==> src/rtl/io_pwr_seq_ctrl_if.sv <==
// Purpose: groups the power-manager request, supply-good input and ring gating outputs of one VDDIO segment.
// Latency: none (wiring only).
// Backpressure: none; all signals are levels.
interface io_pwr_seq_ctrl_if;
    logic       pwr_en_i;
    logic       fault_clr_i;
    logic       vddio_good_i;
    logic       supply_en_o;
    logic       pad_hold_o;
    logic       oe_allow_o;
    logic       ready_o;
    logic       fault_o;
    logic [2:0] state_o;

    modport master (
        output pwr_en_i, fault_clr_i, vddio_good_i,
        input  supply_en_o, pad_hold_o, oe_allow_o, ready_o, fault_o, state_o
    );

    modport slave (
        input  pwr_en_i, fault_clr_i, vddio_good_i,
        output supply_en_o, pad_hold_o, oe_allow_o, ready_o, fault_o, state_o
    );
endinterface

==> src/rtl/io_pwr_seq_ctrl.sv <==
// Purpose: sequences a VDDIO ring segment: supply on, qualify, settle, release hold/OE; safe teardown on off or loss.
// Latency: supply_en one edge after request; ON at E(2+DEBOUNCE+SETTLE_CYC) after supply-good is first captured.
// Backpressure: none; pwr_en_i is a level request and is ignored while draining until OFF is reached.
module io_pwr_seq_ctrl #(
    parameter int unsigned DEBOUNCE    = 4,
    parameter int unsigned SETTLE_CYC  = 1000,
    parameter int unsigned TIMEOUT_CYC = 4096,
    parameter int unsigned DRAIN_CYC   = 8
) (
    input  logic              clk,
    input  logic              rst_n,
    io_pwr_seq_ctrl_if.slave  pio
);

    typedef enum logic [2:0] {
        ST_OFF    = 3'd0,
        ST_RAMP   = 3'd1,
        ST_SETTLE = 3'd2,
        ST_ON     = 3'd3,
        ST_DRAIN  = 3'd4,
        ST_FAULT  = 3'd5
    } state_t;

    localparam logic [3:0]  DBNC_MAX    = 4'(DEBOUNCE);
    localparam logic [15:0] SETTLE_LAST = 16'(SETTLE_CYC - 1);
    localparam logic [15:0] TIMEOUT_LAST = 16'(TIMEOUT_CYC - 1);
    localparam logic [15:0] DRAIN_LAST  = 16'(DRAIN_CYC - 1);

    logic [1:0]  sync_q;
    logic [3:0]  dbnc_cnt;
    logic        good_q;
    logic [15:0] cnt;
    state_t      state_q;
    state_t      state_d;

    always_ff @(posedge clk or negedge rst_n) begin
        if (!rst_n) begin
            sync_q   <= 2'b00;
            dbnc_cnt <= 4'd0;
        end else begin
            sync_q <= {sync_q[0], pio.vddio_good_i};
            if (!sync_q[1]) begin
                dbnc_cnt <= 4'd0;
            end else if (dbnc_cnt != DBNC_MAX) begin
                dbnc_cnt <= dbnc_cnt + 4'd1;
            end
        end
    end

    // Gating with the synchronized level lets a supply loss reach the FSM one
    // edge earlier than waiting for the counter clear to propagate.
    assign good_q = (dbnc_cnt == DBNC_MAX) && sync_q[1];

    always_ff @(posedge clk or negedge rst_n) begin
        if (!rst_n) begin
            state_q <= ST_OFF;
            cnt     <= 16'd0;
        end else begin
            state_q <= state_d;
            if (state_d != state_q) begin
                cnt <= 16'd0;
            end else begin
                cnt <= cnt + 16'd1;
            end
        end
    end

    always_comb begin
        state_d = state_q;
        case (state_q)
            ST_OFF: begin
                if (pio.pwr_en_i) state_d = ST_RAMP;
            end
            ST_RAMP: begin
                if (!pio.pwr_en_i)           state_d = ST_DRAIN;
                else if (good_q)             state_d = ST_SETTLE;
                else if (cnt == TIMEOUT_LAST) state_d = ST_FAULT;
            end
            ST_SETTLE: begin
                if (!good_q)                 state_d = ST_FAULT;
                else if (!pio.pwr_en_i)      state_d = ST_DRAIN;
                else if (cnt == SETTLE_LAST) state_d = ST_ON;
            end
            ST_ON: begin
                if (!good_q)            state_d = ST_FAULT;
                else if (!pio.pwr_en_i) state_d = ST_DRAIN;
            end
            ST_DRAIN: begin
                if (cnt == DRAIN_LAST) state_d = ST_OFF;
            end
            ST_FAULT: begin
                if (pio.fault_clr_i && !pio.pwr_en_i) state_d = ST_OFF;
            end
            default: state_d = ST_FAULT;
        endcase
    end

    always_comb begin
        pio.supply_en_o = 1'b0;
        pio.pad_hold_o  = 1'b1;
        pio.oe_allow_o  = 1'b0;
        pio.ready_o     = 1'b0;
        pio.fault_o     = 1'b0;
        pio.state_o     = state_q;
        case (state_q)
            ST_RAMP, ST_SETTLE, ST_DRAIN: pio.supply_en_o = 1'b1;
            ST_ON: begin
                pio.supply_en_o = 1'b1;
                pio.pad_hold_o  = 1'b0;
                pio.oe_allow_o  = 1'b1;
                pio.ready_o     = 1'b1;
            end
            ST_FAULT: pio.fault_o = 1'b1;
            default: ;
        endcase
    end

endmodule

==> src/flat_wrapper.sv <==
// flat-port wrapper written by rule: the top's interface ports become plain ports
module io_pwr_seq_ctrl_flat 
#(
    parameter int unsigned DEBOUNCE    = 4,
    parameter int unsigned SETTLE_CYC  = 1000,
    parameter int unsigned TIMEOUT_CYC = 4096,
    parameter int unsigned DRAIN_CYC   = 8
)
  (clk, rst_n, pio_pwr_en_i, pio_fault_clr_i, pio_vddio_good_i, pio_supply_en_o, pio_pad_hold_o, pio_oe_allow_o, pio_ready_o, pio_fault_o, pio_state_o);
  io_pwr_seq_ctrl_if pio_i ();
  input  logic clk;
  input  logic rst_n;
  input wire logic [$bits(pio_i.pwr_en_i)-1:0] pio_pwr_en_i;
  input wire logic [$bits(pio_i.fault_clr_i)-1:0] pio_fault_clr_i;
  input wire logic [$bits(pio_i.vddio_good_i)-1:0] pio_vddio_good_i;
  output wire logic [$bits(pio_i.supply_en_o)-1:0] pio_supply_en_o;
  output wire logic [$bits(pio_i.pad_hold_o)-1:0] pio_pad_hold_o;
  output wire logic [$bits(pio_i.oe_allow_o)-1:0] pio_oe_allow_o;
  output wire logic [$bits(pio_i.ready_o)-1:0] pio_ready_o;
  output wire logic [$bits(pio_i.fault_o)-1:0] pio_fault_o;
  output wire logic [$bits(pio_i.state_o)-1:0] pio_state_o;
  assign pio_i.pwr_en_i = pio_pwr_en_i;
  assign pio_i.fault_clr_i = pio_fault_clr_i;
  assign pio_i.vddio_good_i = pio_vddio_good_i;
  assign pio_supply_en_o = pio_i.supply_en_o;
  assign pio_pad_hold_o = pio_i.pad_hold_o;
  assign pio_oe_allow_o = pio_i.oe_allow_o;
  assign pio_ready_o = pio_i.ready_o;
  assign pio_fault_o = pio_i.fault_o;
  assign pio_state_o = pio_i.state_o;
  io_pwr_seq_ctrl #(.DEBOUNCE(DEBOUNCE), .SETTLE_CYC(SETTLE_CYC), .TIMEOUT_CYC(TIMEOUT_CYC), .DRAIN_CYC(DRAIN_CYC)) u_core (.clk(clk), .rst_n(rst_n), .pio(pio_i));
endmodule
==> config.mk <==
export PLATFORM = sky130hd
export DESIGN_NAME = io_pwr_seq_ctrl_flat
export DESIGN_NICKNAME = d
export VERILOG_FILES = /design/src/rtl/io_pwr_seq_ctrl_if.sv /design/src/rtl/io_pwr_seq_ctrl.sv /design/src/flat_wrapper.sv
export SDC_FILE = /design/constraint.sdc
export NUM_CORES = 1
export LEC_CHECK = 0
export BUFFER_PORTS_ARGS = -buffer_cell sky130_fd_sc_hd__buf_2
export CORE_ASPECT_RATIO = 0.5
export CORE_MARGIN = 5
export CORE_UTILIZATION = 49
export CTS_CLUSTER_DIAMETER = 60
export CTS_CLUSTER_SIZE = 12
export DETAILED_ROUTE_END_ITERATION = 7
export GPL_ROUTABILITY_DRIVEN = 0
export PLACE_DENSITY_LB_ADDON = 0.08
export SLEW_MARGIN = 20
export SYNTH_ARGS = -nofsm -noshare
export SYNTH_HDL_FRONTEND = slang
export SYNTH_SLANG_ARGS = --single-unit
==> constraint.sdc <==
create_clock -name clk -period 2.7 [get_ports clk]
set_input_delay 0.54 -clock clk [delete_from_list [all_inputs] [get_ports clk]]
set_output_delay 0.54 -clock clk [all_outputs]
set_load 0.03 [all_outputs]
==> results of run 1 <==
==> layer usage <==
| metal | vias to the layer above | wire length, um | part of all wire | GRT usage |
|---|---|---|---|---|
| met4 | 0 | 20 | 0.0071 | 0.0337 |
| met5 | - | 0 | 0 | 0 |
| met3 | 5 | 189 | 0.067 | 0.0489 |
| met2 | 20 | 1160 | 0.41 | 0.208 |
| met1 | 521 | 1450 | 0.51 | 0.207 |
| li1 | 526 | - | - | - |
==> cell usage after synthesis, drive strengths merged <==
cell and n:
dfrtp 25, nor3 18, nand3 8, xnor2 8
xor2 8, nand2 7, nor2 6, buf 5
inv 4, nand2b 4, o21ai 4, and2 3
and4 3, ha 3, nand3b 3, nand4 3
nor2b 3, a21oi 2, and3 2, a211o 1
a21o 1, a22oi 1, a31oi 1, and4b 1
maj3 1, mux2 1, nand4b 1, nand4bb 1
nor3b 1, nor4 1, o211ai 1, o21a 1
o21bai 1, o221ai 1, o31ai 1, o41ai 1
or2 1, or3 1, or4 1
==> flip-flops by register name, summed over array words and instances (netlist names) <==
name,count
u_core.cnt,16
u_core.sync_q,2
u_core.pio.state_o,3
u_core.dbnc_cnt,4
==> where the power goes <==
group | internal (mW) | switching (mW)
clock network | 0.106 | 0.124
registers | 0.418 | 0.0649
logic | 0.140 | 0.269
==> through the flow <==
step	hold slack, ns	util	instances
2_1_floorplan	0.244	-	139
3_3_place_gp	0.333	0.558	183
3_5_place_dp	0.343	0.558	183
4_1_cts	0.272	0.574	187
5_1_grt	0.299	0.574	187
6_report	0.250	0.574	187
==> area by class of cell <==
type / instances / area [um^2] / area share
multi-input cells: 105 / 768 / 0.492
flip-flops and latches: 25 / 626 / 0.401
repair buffers: 12 / 60.1 / 0.0385
well taps: 37 / 46.3 / 0.0297
clock buffers: 4 / 45.0 / 0.0289
inverters: 4 / 15.0 / 0.00962
==> kinds of logic (layout without fill, tap and decap cells) <==
group / Yosys count / in the layout
simple gates: 68 / 68
flops: 25 / 25
compound gates: 16 / 16
xor+xnor: 16 / 16
buf+inv: 9 / 20
fa+ha+maj: 4 / 4
mux: 1 / 1
==> critical path: stages, from the launching register on <==
cell and delay [ns]:
dfrtp_1 0.41, inv_1 0.10, ha_1 0.24, nand4b_1 0.19, maj3_1 0.39, o221ai_1 0.17, o21a_2 0.45, nor3_1 0.11
==> path summary, 6_finish.rpt <==
path	slack, ns	endpoint	cells past startpoint
max	0.51	u_core.cnt[4]$_DFF_PN0_	7
max reg2reg	0.51	u_core.cnt[4]$_DFF_PN0_	7
min	0.25	u_core.dbnc_cnt[3]$_DFFE_PN0N_	1
min reg2reg	0.36	u_core.sync_q[1]$_DFF_PN0_	0
min in group clk	0.36	u_core.sync_q[1]$_DFF_PN0_	0
max in group asynchronous	2.08	u_core.cnt[5]$_DFF_PN0_	1
==> results.toml, run 1 <==
[floorplan]
die-area_um2 = 4220
io-pin-count = 13
initial_core_util = 0.535
rows = 13
die_w_um = 87.0
coreArea_um2 = 2720
die_height_um = 48.5

[sta]
period_needed_ns = 2.19
finalHoldViolCount = 0
tns_ns = 0
max_freq_mhz = 457
fin_skew_ns = 0.00658
rsz0062_at_grt = "no"
setup_viol = 0
worst_pin_slew_ns = 0.567
slew_headroom = 0.622
drv_slew = 0
min_period_over_period = 0.811
setup_slack_ns = 0.511

[logic_synthesis]
synth.cell_area_um2 = 1450
yosysSeqAreaShare = 0.430
synthTopCellsByArea = "dfrtp_1 43%, nor3_2 6.2%, xnor2_1 4.8%, xor2_1 4.8%, nor3_1 3.1%"
synth_nets = 147
synthXorXnorAreaFrac = 0.0964
synth_top_family_by_area = "simple AND/OR/NAND/NOR gates"
synth_compound_area_frac = 0.0895
synthAdderAreaFrac = 0.0327
netlist.area_leader.share = 0.430
syn_inst = 139
synth.mux.area_fraction = 0.00775
yosysWarningCount = 0
syn_area_per_cell_um2 = 10.5
synth_simple_gate_area_frac = 0.302
synth_cell_type_count = 43
yosys_register_bits = 25
yosys.area.top_type = "dfrtp_1"

[cells_and_area]
final_area_um2 = 1560
final_nets = 159
final_cell_mix = "25 x dfrtp_1, 12 x buf_2, 9 x nor3_1, 9 x nor3_2"
drive_gt1_frac = 0.207
antenna_cells = 0
layout_commonest_cell = "dfrtp_1"
n_fill_cell = 234
area_growth_pct = 7.32

[clocking]
postCtsSetupBuffers = 0
root_buffer = "clkbuf_8"
cts_sinks = 25
numCtsBuffers = 3
clk_pin_slew_ns = 0.09
cts_tree = "done"
cts_max_path_buffers = 2
clk_latency_ns = 0.27
holdBufCountCts = 0
post_cts_resize_count = 0
cts.htree.levels = 1

[power_and_ir_drop]
powerDensity_nw_per_um2 = 719
ir_drop_v = 0.000403
leakagePower_nw = 0.679
power.total_mw = 1.12

[global_route]
grt_max_degree = 26
antenna_found_initial = 0
grt_pass1_wl_um = 4900
grt_pass1_vias = 1011
grt_util_all_layers = 0.145
grt_overflow = 0

[run]
drv_cap = 0

[drt]
num_vias = 1072
drc_errors = 0
firstDrtPassIters = 4
dr.first_iter.drc_count = 37
via_per_inst = 5.73
wl_per_cell_um = 15.1
ant_nets = 0
routed_wirelength_um = 2820

[setup_path]
crit_start = "u_core.dbnc_cnt[0]$_DFFE_PN0N_"
crit_path_max_fanout = 16
r2r_start = "u_core.dbnc_cnt[0]$_DFFE_PN0N_"
endpoint_kind = "flip-flop"
arrival_ns = 2.34
cp-start-kind = "flip-flop"
critPathKind = "reg -> reg"
crit_required_ns = 2.85

[place]
placed_area_um2 = 1520
dpl.hpwl_um = 1960
portBuffers = 12
dp_slack_ns = 0.532

[status]
status = "complete, no violations"

[worst_hold_path]
hp-class = "in -> async"
Note: power is estimated with default switching activity, not from simulation.
==> run 2, diff against run 1 <==
--- a/config.mk
+++ b/config.mk
@@ -5,6 +5,7 @@
 export SDC_FILE = /design/constraint.sdc
 export NUM_CORES = 1
 export LEC_CHECK = 0
+export ABC_AREA = 1
 export BUFFER_PORTS_ARGS = -buffer_cell sky130_fd_sc_hd__buf_2
 export CORE_ASPECT_RATIO = 0.5
 export CORE_MARGIN = 5
==> constraint.sdc (replaced) <==
create_clock -name clk -period 2 [get_ports clk]
set_input_delay 0.4 -clock clk [delete_from_list [all_inputs] [get_ports clk]]
set_output_delay 0.4 -clock clk [all_outputs]
set_load 0.03 [all_outputs]
==> results.toml, run 2 <==
[logic_synthesis]
synth_edf_count = 0
synthTopCellsByArea = "dfrtp_1 40%, nand2_1 9.4%, nor2_4 7.9%, inv_1 6.2%, nor2_1 5.8%"
synth_simple_gate_area_frac = 0.374
yosysSeqAreaShare = 0.400
synthArstFlopShare = 1.00
yosys_register_bits = 25
synth_top_cells_by_count = "39 x nand2_1, 26 x inv_1, 25 x dfrtp_1"
synth_top_family_by_area = "simple AND/OR/NAND/NOR gates"
synthXorXnorAreaFrac = 0.0504
yosysMostFrequentCell = "nand2_1"
synth.cell_area_um2 = 1560
yosysWarningCount = 0
synth.mux.area_fraction = 0
synthAdderAreaFrac = 0.0240
syn_area_per_cell_um2 = 8.15
netlist.area_leader.share = 0.400
synth_compound_area_frac = 0.0624
yosys.area.top_type = "dfrtp_1"
syn_inst = 192
synth_cell_type_count = 27
synth_nets = 200
synth_flop_cell = "dfrtp_1"

[cells_and_area]
final_cell_mix = "34 x nand2_1, 25 x dfrtp_1, 22 x inv_1"
final_area_um2 = 1840
area_growth_pct = 17.8
postLayoutCoreUtil = 0.608
drive_gt1_frac = 0.322
antenna_cells = 0
largest_register_ffs = 16
layout_commonest_cell = "nand2_1"
largest-register = "u_core.cnt"
final_cells = 254
final_nets = 223

[clocking]
cts_max_path_buffers = 2
holdBufCountCts = 0
numCtsBuffers = 3
cts_tree = "done"
clk_latency_ns = 0.28
clk_pin_slew_ns = 0.09
cts.htree.levels = 1
root_buffer = "clkbuf_8"
cts_sinks = 25

[drt]
num_vias = 1247
ant_nets = 0
firstDrtPassIters = 5
drc_errors = 0
wl_per_cell_um = 12.5
dr.first_iter.drc_count = 35
routed_wirelength_um = 3160
via_per_inst = 4.91

[setup_path]
critPathKind = "reg -> out"
endpoint_kind = "primary output"
cpMostUsedCell = "inv_1"
crit_start = "u_core.pio.state_o[2]$_DFF_PN0_"
arrival_ns = 1.52
setup.worst_path.end = "pio_supply_en_o"
cp_slowest_stage_delay_ns = 0.59
cp_slowest_cell = "dfrtp_1"
path_cells = "inv_1, nor2_2, inv_1, nand2_1, buf_2"
r2r_setup_slack_ns = 0.09
crit_family = "flip-flops"
worstSetupPathDepth = 5
worstReg2RegEnd = "u_core.cnt[11]$_DFF_PN0_"
rr_worst_depth = 12
r2r_start = "u_core.dbnc_cnt[0]$_DFFE_PN0N_"
crit_buf_inv = 3
crit_path_max_fanout = 10
cp-start-kind = "flip-flop"
crit_required_ns = 1.60

[run]
drv_cap = 0

[sta]
setup_viol = 0
holdWs_ns = 0.110
fin_skew_ns = 0.0121
drv_slew = 0
period_needed_ns = 1.92
rsz0062_at_grt = "yes"
worst_pin_slew_ns = 0.584
slew_headroom = 0.610
min_period_over_period = 0.959
max_freq_mhz = 521
finalHoldViolCount = 0

[place]
dpl.hpwl_um = 2140
placed_area_um2 = 1640
dp.cells = 241
portBuffers = 12

[floorplan]
die_w_um = 89.9
die-area_um2 = 4490
io-pin-count = 13
initial_core_util = 0.516
coreArea_um2 = 3030
die_height_um = 50.0
rows = 14

[global_route]
grt_pass1_wl_um = 5060
grt_util_all_layers = 0.140
grt_pass1_vias = 1119
grt_overflow = 0
grt_max_degree = 26
antenna_found_initial = 0

[worst_hold_path]
hp-class = "in -> async"

[power_and_ir_drop]
ir_drop_v = 0.000603
leakagePower_nw = 0.805
powerDensity_nw_per_um2 = 1060

[status]
status = "complete, no violations"
==> run 2: cells by family after synthesis <==
group,count (synthesis)
AO/OA/AOI/OAI,15
XOR/XNOR,9
adder cells (fa/ha/maj),3
buffers and inverters,31
flip-flops,25
AND/OR/NAND/NOR,109
==> run 2: layout make-up <==
class / count / area (um^2)
Fill cell: 272 / 1190
Multi-Input combinational cell: 137 / 892
Sequential cell: 25 / 626
Timing Repair Buffer: 20 / 124
Inverter: 28 / 105
Tap cell: 40 / 50.0
Clock buffer: 4 / 45.0
==> run 2: where the power goes <==
group          internal, mW  switching [mW]
logic                 0.306           0.716
clock network         0.143           0.165
registers             0.553          0.0760
total                  1.00           0.957
==> run 2: repair_timing <==
action | in CTS | in global routing
endpoints found under the setup margin | 6 | 17
gates resized for setup | 1 | 21
buffers inserted | 0 | 8
pin swaps | 0 | 13
cloned | 0 | 1
==> run 2: metrics by stage <==
step | setup WS (ns) | setup TNS [ns] | power, mW
floorplan | 0.138 | 0 | 1.34
global placement | 0.0287 | 0 | 1.38
detailed placement | -0.0147 | -0.0769 | 1.39
CTS | 0.0223 | 0 | 1.74
global route | -0.0504 | -0.246 | 2.10
finish | 0.0824 | 0 | 1.96
==> run 2: metal layers <==
layer / track usage / wire [um] / vias up
met2: 0.215 / 1360 / 22
li1: - / - / 643
met1: 0.187 / 1620 / 578
met4: 0.0371 / 19 / 0
met3: 0.0517 / 164 / 4
met5: 0 / 0 / -
==> run 2: how the worst min path moves through the flow <==
stage | depth (start not counted) | endpoint | startpoint | slack (ns)
finish | 1 | u_core.dbnc_cnt[2]$_DFFE_PN0N_ | rst_n | 0.11
global route | 1 | u_core.pio.state_o[1]$_DFF_PN0_ | rst_n | 0.17
CTS | 1 | u_core.dbnc_cnt[2]$_DFFE_PN0N_ | rst_n | 0.13
detailed placement | 0 | u_core.sync_q[1]$_DFF_PN0_ | u_core.sync_q[0]$_DFF_PN0_ | 0.34
global placement | 0 | u_core.sync_q[1]$_DFF_PN0_ | u_core.sync_q[0]$_DFF_PN0_ | 0.33
floorplan | 0 | u_core.cnt[0]$_DFF_PN0_ | rst_n | 0.10
==> run 3, diff against run 2 <==
--- a/config.mk
+++ b/config.mk
@@ -6,7 +6,7 @@
 export NUM_CORES = 1
 export LEC_CHECK = 0
 export ABC_AREA = 1
-export BUFFER_PORTS_ARGS = -buffer_cell sky130_fd_sc_hd__buf_2
+export BUFFER_PORTS_ARGS = -buffer_cell sky130_fd_sc_hd__clkbuf_2
 export CORE_ASPECT_RATIO = 0.5
 export CORE_MARGIN = 5
 export CORE_UTILIZATION = 49
==> results.toml, run 3 (synthesis gave the netlist of run 2 again) <==
[setup_path]
crit_required_ns = 2.15
arrival_ns = 2.07
rr_worst_depth = 14
cp-start-kind = "flip-flop"
endpoint_kind = "flip-flop"
crit_path_max_fanout = 5
critPathKind = "reg -> reg"

[cells_and_area]
layout_commonest_cell = "nand2_1"
final_nets = 223
largest-register = "u_core.cnt"
drive_gt1_frac = 0.318
n_fill_cell = 261
final_cell_mix = "36 x nand2_1, 25 x dfrtp_1, 22 x nor2_1"
largest_register_ffs = 16
final_cells = 254
final_area_um2 = 1820
antenna_cells = 0
area_growth_pct = 16.4

[global_route]
grt_util_all_layers = 0.137
grt_pass1_wl_um = 5060
grt_max_degree = 26
grt_overflow = 0
grt_pass1_vias = 1116
antenna_found_initial = 0

[drt]
drc_errors = 0
dr.first_iter.drc_count = 45
via_per_inst = 4.72
num_vias = 1199
wl_per_cell_um = 11.4
ant_nets = 0
routed_wirelength_um = 2900
firstDrtPassIters = 4

[sta]
fin_skew_ns = 0.0121
slew_headroom = 0.580
finalHoldViolCount = 0
holdWs_ns = 0.123
min_period_over_period = 0.961
period_needed_ns = 1.92
setup_viol = 0
worst_pin_slew_ns = 0.631
max_freq_mhz = 520
rsz0062_at_grt = "yes"
drv_slew = 0

[clocking]
clk_latency_ns = 0.27
root_buffer = "clkbuf_8"
holdBufCountCts = 0
cts_max_path_buffers = 2
cts_sinks = 25
cts_tree = "done"
clk_pin_slew_ns = 0.10
numCtsBuffers = 3
cts.htree.levels = 1

[power_and_ir_drop]
powerDensity_nw_per_um2 = 1080
power.total_mw = 1.96
leakagePower_nw = 0.814
ir_drop_v = 0.000561

[status]
status = "complete, no violations"

[floorplan]
die_height_um = 50.0
coreArea_um2 = 3030
die_w_um = 89.9
initial_core_util = 0.516
io-pin-count = 13
die-area_um2 = 4490
rows = 14

[place]
dpl.hpwl_um = 2140
placed_area_um2 = 1670
dp.cells = 243
portBuffers = 12

[run]
drv_cap = 0

[worst_hold_path]
hp-class = "in -> async"
## run 3: changes by cell type in the layout (fill, tap and decap cells not counted), sizes merged
cell / previous run / this run
buf: 20 / 8
nand2: 47 / 46
clkinv: 0 / 1
clkbuf: 4 / 16
## run 3: routing by layer
layer  vias up  wire length, um  GRT usage
met4         0               11     0.0149
li1        640                -          -
met1       530             1540      0.196
met2        27             1210      0.205
met3         2              143     0.0486
met5         -                0          0
## run 3: critical path, cell delays in order (launching register included)
cell and delay, ns:
dfrtp_1 0.41, inv_2 0.09, ha_4 0.13, inv_2 0.04, nor2_4 0.13, inv_2 0.07
nor2_4 0.15, nand2_2 0.07, a21oi_2 0.17, nand2_2 0.08, nand2_2 0.06, nand2_2 0.07
nand2_4 0.12, clkbuf_16 0.18, nor2_4 0.03
## run 3: repair_timing
action / in CTS / in global routing
resized for setup: 0 / 14
setup buffers: 0 / 6
endpoints found under the setup margin: 0 / 16
## run 3: power by group
| group | switching, mW | internal (mW) | total (mW) |
|---|---|---|---|
| Sequential | 0.0707 | 0.553 | 0.624 |
| Clock | 0.162 | 0.139 | 0.301 |
| Combinational | 0.615 | 0.423 | 1.04 |
## run 3: area by class of cell
| class | count | area (um^2) | share of cell area |
|---|---|---|---|
| inverter | 28 | 105 | 0.0577 |
| timing repair buffer | 21 | 158 | 0.0866 |
| clock inverter | 1 | 5.00 | 0.00275 |
| multi-input combinational | 136 | 836 | 0.459 |
| tap | 40 | 50.0 | 0.0275 |
| sequential | 25 | 626 | 0.344 |
| clock buffer | 3 | 41.3 | 0.0227 |
## run 3: final timing paths
check | start | endpoint | slack, ns
min | rst_n | u_core.dbnc_cnt[2]$_DFFE_PN0N_ | 0.12
min in group clk | pio_vddio_good_i | u_core.sync_q[0]$_DFF_PN0_ | 0.23
max | u_core.dbnc_cnt[1]$_DFFE_PN0N_ | u_core.cnt[5]$_DFF_PN0_ | 0.08
min reg2reg | u_core.sync_q[0]$_DFF_PN0_ | u_core.sync_q[1]$_DFF_PN0_ | 0.36
max in group asynchronous | rst_n | u_core.cnt[9]$_DFF_PN0_ | 1.45
max reg2reg | u_core.dbnc_cnt[1]$_DFFE_PN0N_ | u_core.cnt[5]$_DFF_PN0_ | 0.08
## run 3: stage by stage
| stage | setup WS, ns | utilization | setup TNS, ns |
|---|---|---|---|
| global route | -0.0552 | 0.601 | -0.374 |
| CTS | 0.00661 | 0.566 | 0 |
| floorplan | 0.138 | - | 0 |
| detailed placement | 0.0441 | 0.551 | 0 |
| finish | 0.0775 | 0.601 | 0 |
| global placement | 0.104 | 0.551 | 0 |
